[src/rtl/mem_port_arbiter.sv]
// Round-robin arbiter sharing one single-ported memory between the fetch (if) and data (dm) ports.
// Each transaction owns the memory until mem_ack arrives or the BUSY timeout aborts it.
module mem_port_arbiter #(
  parameter int AW      = 32,
  parameter int DW      = 32,
  parameter int TIMEOUT = 16
) (
  input  logic          clk,
  input  logic          reset,
  input  logic          if_req,
  input  logic [AW-1:0] if_addr,
  output logic [DW-1:0] if_rdata,
  output logic          if_ack,
  output logic          if_err,
  input  logic          dm_req,
  input  logic          dm_we,
  input  logic [AW-1:0] dm_addr,
  input  logic [DW-1:0] dm_wdata,
  output logic [DW-1:0] dm_rdata,
  output logic          dm_ack,
  output logic          dm_err,
  output logic          mem_req,
  output logic          mem_we,
  output logic [AW-1:0] mem_addr,
  output logic [DW-1:0] mem_wdata,
  input  logic [DW-1:0] mem_rdata,
  input  logic          mem_ack,
  output logic          grant_dm
);

  typedef enum logic [1:0] {IDLE, BUSY, RESP} state_t;

  localparam logic [7:0] TO_LAST = 8'(TIMEOUT - 1);

  state_t        state_q, state_d;
  logic          mem_req_q, mem_req_d;
  logic          mem_we_q, mem_we_d;
  logic [AW-1:0] mem_addr_q, mem_addr_d;
  logic [DW-1:0] mem_wdata_q, mem_wdata_d;
  logic          grant_dm_q, grant_dm_d;
  logic          last_grant_q, last_grant_d;
  logic [7:0]    cnt_q, cnt_d;
  logic [DW-1:0] if_rdata_q, if_rdata_d;
  logic [DW-1:0] dm_rdata_q, dm_rdata_d;
  logic          if_ack_q, if_ack_d;
  logic          if_err_q, if_err_d;
  logic          dm_ack_q, dm_ack_d;
  logic          dm_err_q, dm_err_d;

  logic pick_dm;
  logic timeout_hit;

  // On contention the port that was not served last wins.
  assign pick_dm     = dm_req & (~if_req | ~last_grant_q);
  assign timeout_hit = (cnt_q == TO_LAST);

  always_ff @(posedge clk) begin
    if (reset) begin
      state_q      <= IDLE;
      mem_req_q    <= 1'b0;
      mem_we_q     <= 1'b0;
      mem_addr_q   <= '0;
      mem_wdata_q  <= '0;
      grant_dm_q   <= 1'b0;
      last_grant_q <= 1'b1;
      cnt_q        <= '0;
      if_rdata_q   <= '0;
      dm_rdata_q   <= '0;
      if_ack_q     <= 1'b0;
      if_err_q     <= 1'b0;
      dm_ack_q     <= 1'b0;
      dm_err_q     <= 1'b0;
    end else begin
      state_q      <= state_d;
      mem_req_q    <= mem_req_d;
      mem_we_q     <= mem_we_d;
      mem_addr_q   <= mem_addr_d;
      mem_wdata_q  <= mem_wdata_d;
      grant_dm_q   <= grant_dm_d;
      last_grant_q <= last_grant_d;
      cnt_q        <= cnt_d;
      if_rdata_q   <= if_rdata_d;
      dm_rdata_q   <= dm_rdata_d;
      if_ack_q     <= if_ack_d;
      if_err_q     <= if_err_d;
      dm_ack_q     <= dm_ack_d;
      dm_err_q     <= dm_err_d;
    end
  end

  always_comb begin
    state_d = state_q;
    case (state_q)
      IDLE:    if (if_req || dm_req) state_d = BUSY;
      BUSY:    if (mem_ack || timeout_hit) state_d = RESP;
      RESP:    state_d = IDLE;
      default: state_d = IDLE;
    endcase
  end

  always_comb begin
    mem_req_d    = mem_req_q;
    mem_we_d     = mem_we_q;
    mem_addr_d   = mem_addr_q;
    mem_wdata_d  = mem_wdata_q;
    grant_dm_d   = grant_dm_q;
    last_grant_d = last_grant_q;
    cnt_d        = cnt_q;
    if_rdata_d   = if_rdata_q;
    dm_rdata_d   = dm_rdata_q;
    if_ack_d     = 1'b0;
    if_err_d     = 1'b0;
    dm_ack_d     = 1'b0;
    dm_err_d     = 1'b0;
    case (state_q)
      IDLE: begin
        if (if_req || dm_req) begin
          grant_dm_d   = pick_dm;
          last_grant_d = pick_dm;
          mem_req_d    = 1'b1;
          mem_we_d     = pick_dm & dm_we;
          mem_addr_d   = pick_dm ? dm_addr : if_addr;
          mem_wdata_d  = pick_dm ? dm_wdata : '0;
          cnt_d        = '0;
        end
      end
      BUSY: begin
        cnt_d = cnt_q + 8'd1;
        // A late ack in the final BUSY cycle still counts as success.
        if (mem_ack || timeout_hit) begin
          mem_req_d = 1'b0;
          if (grant_dm_q) begin
            dm_ack_d   = 1'b1;
            dm_err_d   = ~mem_ack;
            dm_rdata_d = (mem_ack && !mem_we_q) ? mem_rdata : '0;
          end else begin
            if_ack_d   = 1'b1;
            if_err_d   = ~mem_ack;
            if_rdata_d = mem_ack ? mem_rdata : '0;
          end
        end
      end
      default: ;
    endcase
  end

  assign if_rdata  = if_rdata_q;
  assign if_ack    = if_ack_q;
  assign if_err    = if_err_q;
  assign dm_rdata  = dm_rdata_q;
  assign dm_ack    = dm_ack_q;
  assign dm_err    = dm_err_q;
  assign mem_req   = mem_req_q;
  assign mem_we    = mem_we_q;
  assign mem_addr  = mem_addr_q;
  assign mem_wdata = mem_wdata_q;
  assign grant_dm  = grant_dm_q;

endmodule

[config.mk]
export PLATFORM = sky130hd
export DESIGN_NAME = mem_port_arbiter
export DESIGN_NICKNAME = d
export VERILOG_FILES = /design/src/rtl/mem_port_arbiter.sv
export SDC_FILE = /design/constraint.sdc
export NUM_CORES = 1
export LEC_CHECK = 0
export CAP_MARGIN = 20
export CORE_ASPECT_RATIO = 0.8
export CORE_MARGIN = 4
export CORE_UTILIZATION = 42
export CTS_BUF_LIST = sky130_fd_sc_hd__clkbuf_8
export CTS_CLUSTER_SIZE = 24
export DETAILED_ROUTE_END_ITERATION = 7
export PLACE_DENSITY_LB_ADDON = 0.2
export RECOVER_POWER = 50
export SYNTH_ARGS = -nofsm -noshare
export SYNTH_HDL_FRONTEND = slang
export SYNTH_SLANG_ARGS = --single-unit
[constraint.sdc]
create_clock -name clk -period 2 [get_ports clk]
set_input_delay 0.6 -clock clk [delete_from_list [all_inputs] [get_ports clk]]
set_output_delay 0.6 -clock clk [all_outputs]
set_load 0.02 [all_outputs]
==> metrics.cfg, run 1 <==
[synth]
synth-edff-count = 0
synth_area_leaders = dfxtp_1, a21oi_1, mux2i_1
synth_area_leader_cell = dfxtp_1
syn-cell-area_um2 = 5600
yosysSeqAreaShare_pct = 52.2
synth_top_area_share_pct = 52.2
synthArstFlopShare_pct = 0
synthFlopType = dfxtp_1
syn_area_per_cell_um2 = 9.04
synth_warnings = 0
syn_inst = 620
yosysMostFrequentCell = dfxtp_1
syn_nets = 755
synth_common_cells = dfxtp_1, nor2_1, a21oi_1
ys_ff_latch = 146
synth.distinct_cells = 40

[timing]
clock_skew_ns = 0.00725
min_period_ns = 1.85
worst_pin_slew_ns = 0.442
rsz0062_at_grt = false
max_clock_freq_mhz = 542
maxSlewHeadroom_pct = 70.5
finalCritPeriodShare_pct = 92.3
setup_viol_count_final = 0
finalHoldViolations = 0
slew_violations = 0
fin_setup_tns_ns = 0

[cells_and_area]
nets = 1010
num-fill-cells = 1069
drive_gt1_share_pct = 7.55
area_growth_pct = 57.8
diodes = 0
fin_area_um2 = 8840
multi_input_area_um2 = 2420
regArea_um2 = 2920

[routing]
totalWireLength_um = 17900
vias = 5563
antenna_left = 0
routed_via_density = 5.23
dr.pass1.iters = 5
drc = 0
drt-initial-drc-count = 362
wire_per_inst_um = 16.9

[global_route]
grt_pass1_wl_um = 27800
grt_start_max_net_pins = 54
antenna_found_initial = 0
grt_use_total_pct = 22.7
first_global_vias = 5505
grt-ovfl-total = 0

[worst_setup_path]
path_delay_family = flip-flops
start_kind = flop
worstSetupPathDepth = 1
worstPathMaxFanout = 3
rr_worst_depth = 6
crit_buf_inv = 1
arrival_ns = 1.25
cp_cell_sequence = dlygate4sd2_1
required_ns = 1.40
end_kind = output port
cp_slowest_cell = dfxtp_1
reg2reg_slack_ns = 0.20
crit_type = reg -> out
slowest_delay_ns = 0.41

[cts]
cts_max_path_buffers = 2
cts_tree = done
clockRootBuffer = clkbuf_8
postCtsHoldBufs = 0
ctsHtreeMaxLevel = 4
numClockSinks = 146
path_clk_slew_ns = 0.07
post_cts_buffers = 0
cts_made_buffers = 17
clk-insertion-delay-late_ns = 0.44

[die]
die_area_um2 = 15300
die_w_um = 137
num_rows = 37
ios = 269
core_um2 = 13000
initial_core_util_pct = 43.2
die_h_um = 111

[place]
dp_hpwl_um = 13000
io_buffer_count = 268
gp_congestion = 0.782
place_area_um2 = 8590

[power_and_ir_drop]
leakage_uw = 0.00382
power_per_cell_area_nw_per_um2 = 790
vdd_drop_max_uv = 410

[hold_path]
hold_depth = 2
hold_path_class = reg -> reg

[run]
maxCapViolCount = 0

[status]
status = finished, final reports clean

[cell usage in the layout, fill, tap and decap left out, types with 2 or more instances in the layout]
cell / netlist / layout
dfxtp_1: 146 / 146
dlygate4sd2_1: 0 / 135
clkdlybuf4s50_1: 0 / 132
nor2_1: 77 / 76
a21oi_1: 72 / 71
nand2_1: 67 / 67
a22oi_1: 34 / 34
o21ai_0: 34 / 34
o31ai_1: 32 / 32
mux2i_1: 32 / 32
a211oi_1: 32 / 32
clkbuf_8: 0 / 21
buf_4: 6 / 16
buf_12: 0 / 10
nor3_1: 5 / 4
bufinv_16: 0 / 4
clkinv_2: 0 / 3
and3_1: 2 / 2
nand3_1: 2 / 2
or2_2: 2 / 2
nand3b_1: 2 / 2
nor4_1: 2 / 2
inv_1: 0 / 2
clkbuf_1: 30 / 2
[worst paths after layout]
check	startpoint	to
setup / recovery	mem_we$_SDFFE_PP0P_	mem_we
hold / removal	if_rdata[13]$_SDFFE_PP0P_	if_rdata[13]$_SDFFE_PP0P_
setup reg to reg	cnt_q[0]$_SDFFE_PP0P_	dm_rdata[17]$_SDFFE_PP0P_
hold reg to reg	if_rdata[13]$_SDFFE_PP0P_	if_rdata[13]$_SDFFE_PP0P_
[flip-flops by register name (all words and copies together), names as in the netlist, 2 cells and up]
signal	cells
cnt_q	8
dm_rdata	32
if_rdata	32
mem_addr	32
mem_wdata	32
state_q	2
[layout make-up]
| type | instances | area share (%) |
|---|---|---|
| clock buffer | 21 | 3.27 |
| clock inverter | 11 | 1.80 |
| multi-input combinational | 415 | 27.4 |
| sequential | 146 | 33.1 |
| tap | 175 | 2.48 |
| timing repair buffer | 295 | 32.0 |
[kinds of logic (layout without fill, tap and decap cells)]
logic type,after synthesis,count (layout),synth area share [%]
AOI/OAI and AO/OA,211,211,23.6
buffers and inverters,59,327,4.89
and+or+nand+nor,171,171,13.4
adders and majority gates,1,1,0.223
muxes,32,32,5.72
DFF,146,146,52.2
[power by group]
group / internal [uW] / switching [uW]
clock network: 1480 / 1070
logic: 607 / 684
registers: 3060 / 86.2
[metrics by stage]
step                      worst slack (ns)  util, %  std cells  hold slack, ns  power (uW)
after floorplan                      0.333        -        620           0.436        3860
after global placement              -0.158     66.3       1031           0.454        4590
after detailed placement            -0.239     66.3       1031           0.463        4620
after CTS                           0.0860     68.4       1063           0.473        7080
after global routing                0.0435     68.2       1063           0.483        7310
final                                0.154     68.2       1063           0.470        6980
[routing by layer]
metal | vias to the layer above | wire (um) | GRT usage [%]
met1 | 2595 | 7110 | 26.8
met3 | 31 | 1680 | 8.67
li1 | 2711 | - | -
met2 | 226 | 8670 | 37.4
met5 | - | 0 | 0
met4 | 0 | 446 | 8.05
[repair_timing]
item / CTS / global route
endpoints found under the hold margin: 0 / 0
endpoints found under the setup margin: 135 / 0
gates resized for setup: 135 / 0
Power figures use the tool's default switching activity.
==> inputs of run 2 (changes only) <==
--- a/config.mk
+++ b/config.mk
@@ -10,7 +10,7 @@
 export CORE_MARGIN = 4
 export CORE_UTILIZATION = 42
 export CTS_BUF_LIST = sky130_fd_sc_hd__clkbuf_8
-export CTS_CLUSTER_SIZE = 24
+export CTS_CLUSTER_SIZE = 8
 export DETAILED_ROUTE_END_ITERATION = 7
 export PLACE_DENSITY_LB_ADDON = 0.2
 export RECOVER_POWER = 50
==> results of run 2 <==
The final DEF is identical to that of run 1; final timing and power are the same.
